==> src/rtl/l2_ctrl_pkg.sv <==
// Shared types and default sizing for the layer-2 sequencing controller.
package l2_ctrl_pkg;

  typedef enum logic [2:0] {
    IDLE,
    ISSUE,
    WAIT,
    DRAIN,
    DONE
  } l2_seq_state_t;

  localparam int unsigned L2_N_IN_DEF     = 100;
  localparam int unsigned L2_N_OUT_DEF    = 25;
  localparam int unsigned L2_WDOG_CYC_DEF = 32;

endpackage

==> src/rtl/sat_cnt7.sv <==
// 7-bit counter with synchronous clear, increment and saturation at MAX.
module sat_cnt7 #(
  parameter int unsigned MAX = 127
) (
  input  logic       clk,
  input  logic       rst_n,
  input  logic       clr,
  input  logic       inc,
  output logic [6:0] cnt,
  output logic       full_nxt
);

  localparam logic [6:0] MAX7 = 7'(MAX);

  always_ff @(posedge clk or negedge rst_n) begin
    if (!rst_n) begin
      cnt <= '0;
    end else if (clr) begin
      cnt <= '0;
    end else if (inc && (cnt != MAX7)) begin
      cnt <= cnt + 7'd1;
    end
  end

  // Count will equal MAX after this edge (ignores clr; callers never combine them).
  assign full_nxt = (cnt == MAX7) || (inc && (cnt == MAX7 - 7'd1));

endmodule

==> src/rtl/l2_seq_ctrl.sv <==
// Layer-2 frame sequencer: issues N_IN pairs, waits for N_OUT groups, pulses tx_done.
// Optional watchdog on WAIT enabled by defining L2_SEQ_WDOG_EN.
module l2_seq_ctrl
  import l2_ctrl_pkg::*;
#(
  parameter int unsigned N_IN     = L2_N_IN_DEF,
  parameter int unsigned N_OUT    = L2_N_OUT_DEF,
  parameter int unsigned WDOG_CYC = L2_WDOG_CYC_DEF
) (
  input  logic       clk,
  input  logic       rst_n,
  input  logic       frm_go,
  input  logic       src_vld,
  output logic       src_ack,
  output logic       l2_strt,
  input  logic       l2_bsy,
  input  logic       out_tk,
  output logic       tx_done,
  output logic       busy,
  output logic [6:0] iss_cnt,
  output logic [6:0] out_cnt,
  output logic       err
);

  if (N_IN < 1 || N_IN > 127 || N_OUT < 1 || N_OUT > 127 ||
      WDOG_CYC < 16 || WDOG_CYC > 255) begin : g_bad_param
    $error("l2_seq_ctrl: parameter out of legal range");
  end

  l2_seq_state_t state;
  logic          seen_bsy;
  logic          issue_go;
  logic          cnt_clr;
  logic          out_inc;
  logic          iss_full;
  logic          out_full_nxt;
  logic          wdog_hit;

  assign issue_go = (state == ISSUE) && src_vld && !l2_bsy;
  assign cnt_clr  = (state == IDLE) && frm_go;
  assign out_inc  = out_tk && (state inside {ISSUE, WAIT, DRAIN});

  // Pulse outputs are pure decodes; only l2_strt/src_ack see inputs, never out_tk.
  assign l2_strt = issue_go;
  assign src_ack = issue_go;
  assign tx_done = (state == DONE);
  assign busy    = (state != IDLE);

  sat_cnt7 #(.MAX(N_IN)) u_iss_cnt (
    .clk      (clk),
    .rst_n    (rst_n),
    .clr      (cnt_clr),
    .inc      (issue_go),
    .cnt      (iss_cnt),
    .full_nxt (iss_full)
  );

  sat_cnt7 #(.MAX(N_OUT)) u_out_cnt (
    .clk      (clk),
    .rst_n    (rst_n),
    .clr      (cnt_clr),
    .inc      (out_inc),
    .cnt      (out_cnt),
    .full_nxt (out_full_nxt)
  );

`ifdef L2_SEQ_WDOG_EN
  localparam logic [7:0] WDOG_LIM = 8'(WDOG_CYC);
  logic [7:0] wdog;
  logic       err_q;

  assign wdog_hit = (state == WAIT) && (wdog == WDOG_LIM - 8'd1);

  always_ff @(posedge clk or negedge rst_n) begin
    if (!rst_n) begin
      wdog  <= '0;
      err_q <= 1'b0;
    end else begin
      wdog <= (state == WAIT && !wdog_hit) ? wdog + 8'd1 : '0;
      if (wdog_hit) err_q <= 1'b1;
    end
  end

  assign err = err_q;
`else
  assign wdog_hit = 1'b0;
  assign err      = 1'b0;
`endif

  always_ff @(posedge clk or negedge rst_n) begin
    if (!rst_n) begin
      state    <= IDLE;
      seen_bsy <= 1'b0;
    end else begin
      unique case (state)
        IDLE: begin
          if (frm_go) begin
            seen_bsy <= 1'b0;
            state    <= ISSUE;
          end
        end
        ISSUE: begin
          if (issue_go) state <= WAIT;
        end
        WAIT: begin
          // Datapath must be seen busy before its idle level means "finished".
          if (wdog_hit) begin
            seen_bsy <= 1'b0;
            state    <= DONE;
          end else if (!l2_bsy && seen_bsy) begin
            seen_bsy <= 1'b0;
            state    <= iss_full ? DRAIN : ISSUE;
          end else if (l2_bsy) begin
            seen_bsy <= 1'b1;
          end
        end
        DRAIN: begin
          if (out_full_nxt) state <= DONE;
        end
        DONE: begin
          state <= IDLE;
        end
        default: state <= IDLE;
      endcase
    end
  end

endmodule

==> config.mk <==
export PLATFORM = sky130hd
export DESIGN_NAME = l2_seq_ctrl
export DESIGN_NICKNAME = d
export VERILOG_FILES = /design/src/rtl/l2_ctrl_pkg.sv /design/src/rtl/sat_cnt7.sv /design/src/rtl/l2_seq_ctrl.sv
export SDC_FILE = /design/constraint.sdc
export NUM_CORES = 1
export LEC_CHECK = 0
export CORE_MARGIN = 1.5
export CORE_UTILIZATION = 45
export CTS_CLUSTER_DIAMETER = 150
export CTS_CLUSTER_SIZE = 10
export DETAILED_ROUTE_END_ITERATION = 8
export PLACE_DENSITY = 0.72
export SYNTH_ARGS = -nofsm -noshare
export SYNTH_HDL_FRONTEND = slang
export SYNTH_SLANG_ARGS = --single-unit
==> constraint.sdc <==
create_clock -name clk -period 2.9 [get_ports clk]
set_input_delay 0.58 -clock clk [delete_from_list [all_inputs] [get_ports clk]]
set_output_delay 0.58 -clock clk [all_outputs]
set_load 0.02 [all_outputs]
==> results.md, run 1 <==
Outcome:
- The flow ran to the end, and the final reports show no timing, DRC or antenna violations.

Timing:
- The final worst-path setup slack is ~0.14 ns.
- The final cycle utilization of the critical path is a little over nine tenths.
- The number of max-slew violations in the final report is 0.
- Setup violations remaining at the end of the flow were counted as 0.
- For the pin with the worst max-slew slack, the measured transition is around 0.81 ns.
- The worst path in the final design needs a cycle of 2.76 ns, including I/O delays and setup.
- The clock skew is roughly 0.0029 ns.
- Setup repair after global routing left no endpoint under its margin.
- The headroom to the max-slew limit is between 40% and 50%.
- Adding up every negative setup slack in the final design gives 0 ns.
- Hold timing on the final database bottoms out at a slack of about 0.51 ns.
- Derived from the worst setup path, the maximum achievable clock frequency is about 0.36 GHz.
- The final number of hold-violating endpoints is 0.

Final layout:
- Of the cells placed in the final design, the portion with a size suffix greater than 1 is about an eighth.
- Leaving out filler cells and counting taps, the final layout contains around 170.
- The growth of design area from synthesis to finish is 24.3%.
- The sequential cell area is between 400 and 500 sq um.
- Once layout is done, the placed cells without fillers occupy approximately 1400 sq um.
- The count of inserted antenna diode cells is 0.
- The area used by multi-input combinational logic is 633 sq um.
- The number of filler instances in the final layout is about 230.
- Cells fill around three fifths of the core in the end.
- The final layout net count is roughly 150.

Setup path:
- The arrival time at the worst endpoint is around 2.2 ns.
- Among cell families on the critical path, the largest total delay comes from buffers and inverters.
- STA classifies the critical path startpoint as an input port.
- Along the worst path, the maximum fanout reaches 5.
- Walking the worst path, the cells encountered are clkdlybuf4s50_1, nor3b_4, nand2_2, inv_1, clkdlybuf4s50_1.
- The largest individual stage delay along the critical path comes from the cell clkdlybuf4s50_1.
- The start-to-end type of the worst setup path is in -> out.
- The critical path's most frequent cell is clkdlybuf4s50_1.
- The capturing element type of the critical path is an output port.
- The required arrival time at the worst endpoint is around 2.3 ns.
- The number of buffers and inverters on the critical path is 3.
- The largest single stage delay on the critical path is 0.60 ns.

Die:
- The floorplan has 18 rows.
- The initial core utilization is 46.8%.
- The floorplan die height is around 53 um.
- The area enclosed by the die boundary is 2840 sq um.
- The overall die width is 53.3 um.
- After floorplanning, the core was sized to cover ~2400 sq um.
- 25 I/O pins were placed.

Placement:
- The global placement routability congestion is roughly 0.8.
- Including well taps, the total number of placed cells is roughly 160.
- OpenSTA, run right after detailed placement, puts the worst setup slack at approximately 0.13 ns.
- The half-perimeter wire length after placement is about 1700 um.
- The number of port buffers is 23.
- In this run the cell area measured after placement is ~1400 sq um.

Yosys:
- Synthesis inferred 18 register bits.
- The number of distinct standard cells referenced by the synthesized netlist is 47.
- The net count after synthesis is roughly 120.
- For this run, the number of Yosys warnings is 0.
- The synthesized netlist occupies a cell area of around 1100 sq um.
- In this run, synthesis inferred 0 flip-flops with an integrated enable.
- Of the total synthesized cell area, the portion taken by full adders, half adders and majority gates is around 5.5%.
- After synthesis, the mean cell area works out to ~10 sq um.
- The area fraction in and, or, nand and nor cells after synthesis is 32.5%.
- The main combinational cell family by area after synthesis is simple AND/OR/NAND/NOR gates.
- Synthesis produced 113 cells.
- The most used flip-flop cell after synthesis is dfrtp_1.
- Summing the sequential cell areas from Yosys gives a little under 40% of the chip area.
- The fraction of synthesized area in multiplexers is roughly 4.5%.
- The synthesized netlist devotes under 10% of its cell area to compound gates.
- The share of flip-flops with an asynchronous set or reset after synthesis is between 90% and 100%.
- The synthesized netlist devotes slightly below 4% of its cell area to XOR and XNOR gates.

Power:
- The switching power of the nets is around 0.44 mW.
- The clock network fraction of total power is between 10 and 15%.
- The fraction of power consumed by combinational cells is about 46%.
- The net switching share of the total power is 41.9%.
- The sum of internal, switching and leakage power is between 1 and 1.5 mW.
- Dividing total power by cell area gives a power density of about 750 nW/um^2.
- Sequential cells account for between 30% and 40% of the total power.
- The static power due to leakage is a little over 0.6 nW.
- IR analysis of the VDD net gives a maximum drop of about 0.46 mV.
- The internal portion of the total power is around 0.6 mW.

Drt:
- The total wire length after detailed routing is ~2300 um.
- The pre-antenna-repair detailed-routing pass consisted of 4 iterations.
- After detailed routing, the average wire length per cell comes to between 10 and 15 um.
- The routed layout has 926 vias.
- Dividing the detail-routed via count by the number of cells gives around 5.6.
- After detailed routing, the number of remaining DRC violations is 0.
- The count of routing violations after the opening detailed-route iteration is 6.
- The count of nets left with antenna violations once routing finished came out at 0.

GRT:
- The first global-routing pass estimated approximately 4000 um of wire.
- Global routing used 19.1% of the available tracks across all layers.
- Entering global routing, the biggest net connects 19 pins.
- The number of antenna violations at the first check in global routing came to 0.
- The total overflow left after global routing is 0.
- The via count of the first global-routing pass came to roughly 870.

Clock network:
- The post-CTS setup buffer count is 0.
- The number of hold buffers added after CTS was 0.
- The clock slew seen by the registers of the worst setup and hold paths is roughly 0.10 ns.
- Counting along the longest clock path gives a buffer depth of 2.
- CTS placed an instance of clkbuf_4 at the clock tree root.
- The number of sinks on the clock net is 18.
- CTS built an H-tree with a depth of 1.
- TritonCTS built the clock tree.
- The worst-skew pair later-pin latency is 0.29 ns.
- The number of buffers inserted during clock tree synthesis is 3.
- After clock tree synthesis, the repair step resized 0 gates.

Hold path:
- The type of the worst min-delay path is reg -> reg.

Job:
- The number of max-capacitance violations reported is 0.
-- per-layer routing --
metal / track usage (%) / vias to the layer above / wire length, um
li1: - / 443 / -
met1: 27.3 / 456 / 1120
met2: 27.8 / 23 / 1100
met3: 1.69 / 4 / 67
met4: 11.1 / 0 / 44
met5: 0 / - / 0
-- worst register-to-register path, stage by stage, from the launching register on --
cell	delay (ns)
dfrtp_1	0.55
nor2_2	0.33
nand3b_1	0.36
o311ai_1	0.21
o31ai_1	0.11
-- logic make-up after synthesis --
group           count (synthesis)
flops                          18
fa+ha+maj                       5
other cells                     1
xor+xnor                        5
buf+inv                        11
compound gates                 14
mux                             5
simple gates                   54
-- worst paths after layout --
check / startpoint / to / slack [ns] / cells past startpoint
max: l2_bsy / src_ack / 0.14 / 5
min: u_out_cnt.cnt[6] / u_out_cnt.cnt[6] / 0.51 / 1
max reg2reg: state[1] / u_iss_cnt.cnt[2] / 1.23 / 4
min reg2reg: u_out_cnt.cnt[6] / u_out_cnt.cnt[6] / 0.51 / 1
max in group asynchronous: rst_n / u_out_cnt.cnt[6] / 1.66 / 1
min in group asynchronous: rst_n / u_out_cnt.cnt[0] / 0.74 / 1
-- layout make-up --
type                       count  area share (%)
multi-input combinational     84            44.8
clock buffer                   4            2.57
tap                           30            2.65
inverter                       7            1.86
timing repair buffer          23            16.3
sequential                    18            31.9
-- power by group through the flow --
stage	clock network, mW	logic [mW]	registers [mW]
6_report	0.157	0.483	0.416
2_1_floorplan	0	0.328	0.414
3_3_place_gp	0	0.478	0.415
4_1_cts	0.165	0.490	0.415
5_1_grt	0.176	0.539	0.430
3_5_place_dp	0	0.489	0.421
-- sequential cells by signal (all words and copies together) (netlist names) --
register,cells
u_iss_cnt.cnt,7
u_out_cnt.cnt,7
state,3
seen_bsy,1
-- cells in the final DEF (no fill, tap or decap), drive strengths merged, types with 3 or more instances in the layout --
cell	synthesis	final
inv	7	7
nor2b	3	3
xnor2	3	3
and3	3	3
nand3	6	6
nand2b	3	3
nor3	6	6
dfrtp	18	18
mux2i	4	4
nor2	11	11
clkdlybuf4s50	0	23
ha	5	5
clkbuf	0	4
o31ai	3	3
nand2	9	9
-- Yosys cell counts, types with 2 or more instances --
library cell,number,area [sq um]
inv_1,7,26.3
dfrtp_1,18,450
nand2_1,7,26.3
nand3b_1,2,15.0
nor2_2,2,12.5
buf_4,3,22.5
nor4bb_1,2,20.0
xnor2_1,3,26.3
a21oi_1,2,10.0
ha_1,5,62.6
o31ai_1,3,22.5
nor2b_1,2,12.5
nand3_1,6,30.0
nand2b_1,2,12.5
nor2_1,9,33.8
nor3_2,2,20.0
and3_1,2,12.5
mux2i_1,4,40.0
xor2_1,2,17.5
nor3_1,3,15.0
No activity file was read; power rests on OpenSTA's default activity.
==> inputs of run 2 (changes only) <==
--- a/config.mk
+++ b/config.mk
@@ -5,11 +5,13 @@
 export SDC_FILE = /design/constraint.sdc
 export NUM_CORES = 1
 export LEC_CHECK = 0
+export CAP_MARGIN = 30
 export CORE_MARGIN = 1.5
 export CORE_UTILIZATION = 45
 export CTS_CLUSTER_DIAMETER = 150
 export CTS_CLUSTER_SIZE = 10
 export DETAILED_ROUTE_END_ITERATION = 8
+export GPL_TIMING_DRIVEN = 0
 export PLACE_DENSITY = 0.72
 export SYNTH_ARGS = -nofsm -noshare
 export SYNTH_HDL_FRONTEND = slang
==> results.md, run 2 (same netlist as run 1, synthesis figures left out) <==
Final layout:
- The final non-filler cell total is between 150 and 200.
- The post-route netlist has roughly 16% of its cells at a drive strength greater than 1.
- The number of antenna diodes in the final layout is 0.
- The final layout net count is between 150 and 200.
- The library cell used most frequently in the layout, excluding fill and tap cells, is clkdlybuf4s50_1.
- The growth of design area from synthesis to finish is 27.6%.
- The utilization after layout is between 50% and 60%.
- The top cell types in the final layout, fill and taps aside, are clkdlybuf4s50_1, dfrtp_1, nor2_1, inv_1, nand2_1.
- The largest registers in the layout are u_iss_cnt.cnt x7, u_out_cnt.cnt x7, state x3.

GRT:
- Entering global routing, the biggest net connects 19 pins.
- The via count of the first global-routing pass is just over 900.
- Global routing used about a fifth of the available tracks across all layers.
- The number of antenna violations at the first check in global routing was 0.
- The overall overflow remaining after global route is 0.
- The wire length of the first global-routing pass is around 4000 um.

Die:
- The overall die width is ~53 um.
- The initial core utilization is a little under half.
- From bottom edge to top edge, the die measures approximately 53 um.
- The standard-cell row count is 18.
- The die covers 2840 sq um.
- In this run the count of I/O pins placed on the die edge is 25.
- The placeable core region is about 2400 sq um.

Power:
- VDD sags by at most 0.493 mV.
- The static power due to leakage is around 0.65 nW.
- The sum of internal, switching and leakage power is 1.09 mW.
- In this run the power density over the cells is 753 nW/um^2.

Placement:
- The number of port buffers is 23.
- At the end of routability-driven placement, the weighted congestion stood at slightly above 0.8.
- The half-perimeter wire length after placement is around 1700 um.
- The number of cells in the design after placement is around 170.

Timing:
- Setup repair after global routing left no endpoint under its margin.
- The clock period could shrink to ~2.7 ns.
- Derived from the worst setup path, the maximum achievable clock frequency is between 0.3 and 0.4 GHz.
- Adding up every negative setup slack in the final design gives 0 ns.
- The final number of hold-violating endpoints was 0.
- The setup-violating endpoint count in the final report is 0.
- The number of max-slew violations in the final report came to 0.
- The headroom to the max-slew limit is 45.3%.
- The worst hold slack after final layout is 0.495 ns.
- The final cycle utilization of the critical path is 93.9%.
- The measured slew at the worst slew-check pin is approximately 0.82 ns.
- Between clock sinks in the finished design, the worst skew comes to ~0.0014 ns.

Outcome:
- The run finished with clean final reports.

Setup path:
- The endpoint identified for the worst register-to-register timing path is u_iss_cnt.cnt[2].
- The category of the worst setup path launch point is an input port.
- The worst register-to-register path has a setup slack of about 1.2 ns.
- Data on the critical path is required at its endpoint by roughly 2.3 ns.
- STA classifies the critical path endpoint as an output port.
- Counting cells, the worst reg-to-reg path comes to 5.
- The arrival time at the worst endpoint is between 2 and 2.5 ns.
- The critical path launch point is l2_bsy.
- The worst setup path endpoint is l2_strt.
- The start-to-end type of the worst setup path is in -> out.
- The critical register-to-register path startpoint is state[0].
- In this run the worst path has a maximum fanout of 5.

Clock network:
- Counting along the longest clock path gives a buffer depth of 2.
- The number of sinks on the clock net is 18.
- TritonCTS built the clock tree.
- The clock slew seen by the registers of the worst setup and hold paths is about 0.11 ns.
- CTS built an H-tree with a depth of 1.
- In this run the clock root is driven by a clkbuf_4.
- In this run, post-CTS hold repair placed 0 buffers.
- The number of buffers inserted during clock tree synthesis is 3.
- The clock reaches the later pin of the worst-skew pair after ~0.31 ns.

Drt:
- The final layout contains routed wiring with a total length of about 2400 um.
- In the routed layout, each cell is associated on average with a via count of 5.58.
- After detailed routing, the number of remaining DRC violations is 0.
- In this run the remaining antenna-violating nets after routing total 0.
- The via count of the routed design is 954.
- The first detailed-routing pass ran for 4 iterations.
- The final routed wire length divided by cell count is ~14 um.
- In this run, the number of DRC markers left after iteration 0 of detailed routing was 19.

Job:
- Max-cap violations in this run came to 0.

Hold path:
- In this run the worst hold path is classified as reg -> reg.
## run 2: cell types whose count changed in the layout (fill, tap and decap cells not counted)
cell / previous run / this run
dlymetal6s2s_1: 0 / 1
buf_4: 0 / 4
buf_2: 0 / 1
clkdlybuf4s50_1: 23 / 22
## run 2: worst min path at each step
stage                   from       end  cells past startpoint
floorplan              rst_n  seen_bsy                      0
global placement    seen_bsy  seen_bsy                      1
detailed placement  seen_bsy  seen_bsy                      1
CTS                 seen_bsy  seen_bsy                      1
global route        seen_bsy  seen_bsy                      1
finish              seen_bsy  seen_bsy                      1
## run 2: report_power, final
group | total [mW] | internal [mW] | switching [mW] | leakage [nW]
logic | 0.554 | 0.248 | 0.305 | 0.387
registers | 0.376 | 0.308 | 0.0678 | 0.240
clock network | 0.163 | 0.0768 | 0.0858 | 0.0210
## run 2: area by class of cell
| class | count | area [sq um] |
|---|---|---|
| fillers | 222 | 981 |
| multi-input cells | 84 | 633 |
| flip-flops and latches | 18 | 450 |
| repair buffers | 24 | 240 |
| well taps | 30 | 37.5 |
| clock buffers | 4 | 36.3 |
| plain buffers | 4 | 27.5 |
| inverters | 7 | 26.3 |
## run 2: stage by stage
step / worst slack, ns / cell area, sq um
2_1_floorplan: 1.06 / 1140
3_3_place_gp: 0.0683 / 1410
3_5_place_dp: 0.0432 / 1410
4_1_cts: 0.0394 / 1440
5_1_grt: 0.0730 / 1450
6_report: 0.177 / 1450
## run 2: critical path, stage by stage
cell             delay [ns]
clkdlybuf4s50_1        0.49
nor3b_4                0.25
nand2_2                0.12
inv_1                  0.10
clkdlybuf4s50_1        0.60
## run 2: per-layer routing
| layer | GRT usage (%) | vias up | part of all wire [%] |
|---|---|---|---|
| met2 | 30.5 | 26 | 49 |
| met5 | 0 | - | 0 |
| met1 | 25.9 | 470 | 46 |
| met4 | 11.1 | 0 | 1.6 |
| li1 | - | 453 | - |
| met3 | 2.54 | 5 | 3.7 |
## run 2: timing repair
action                                  in CTS  in global routing
endpoints found under the setup margin       0                  1
setup buffers                                0                  1
gates resized for setup                      0                  1
==> inputs of run 3 (changes only) <==
--- a/config.mk
+++ b/config.mk
@@ -16,3 +16,4 @@
 export SYNTH_ARGS = -nofsm -noshare
 export SYNTH_HDL_FRONTEND = slang
 export SYNTH_SLANG_ARGS = --single-unit
+export TNS_END_PERCENT = 10
==> results of run 3 <==
Final layout, timing and power as in run 2 (identical DEF).
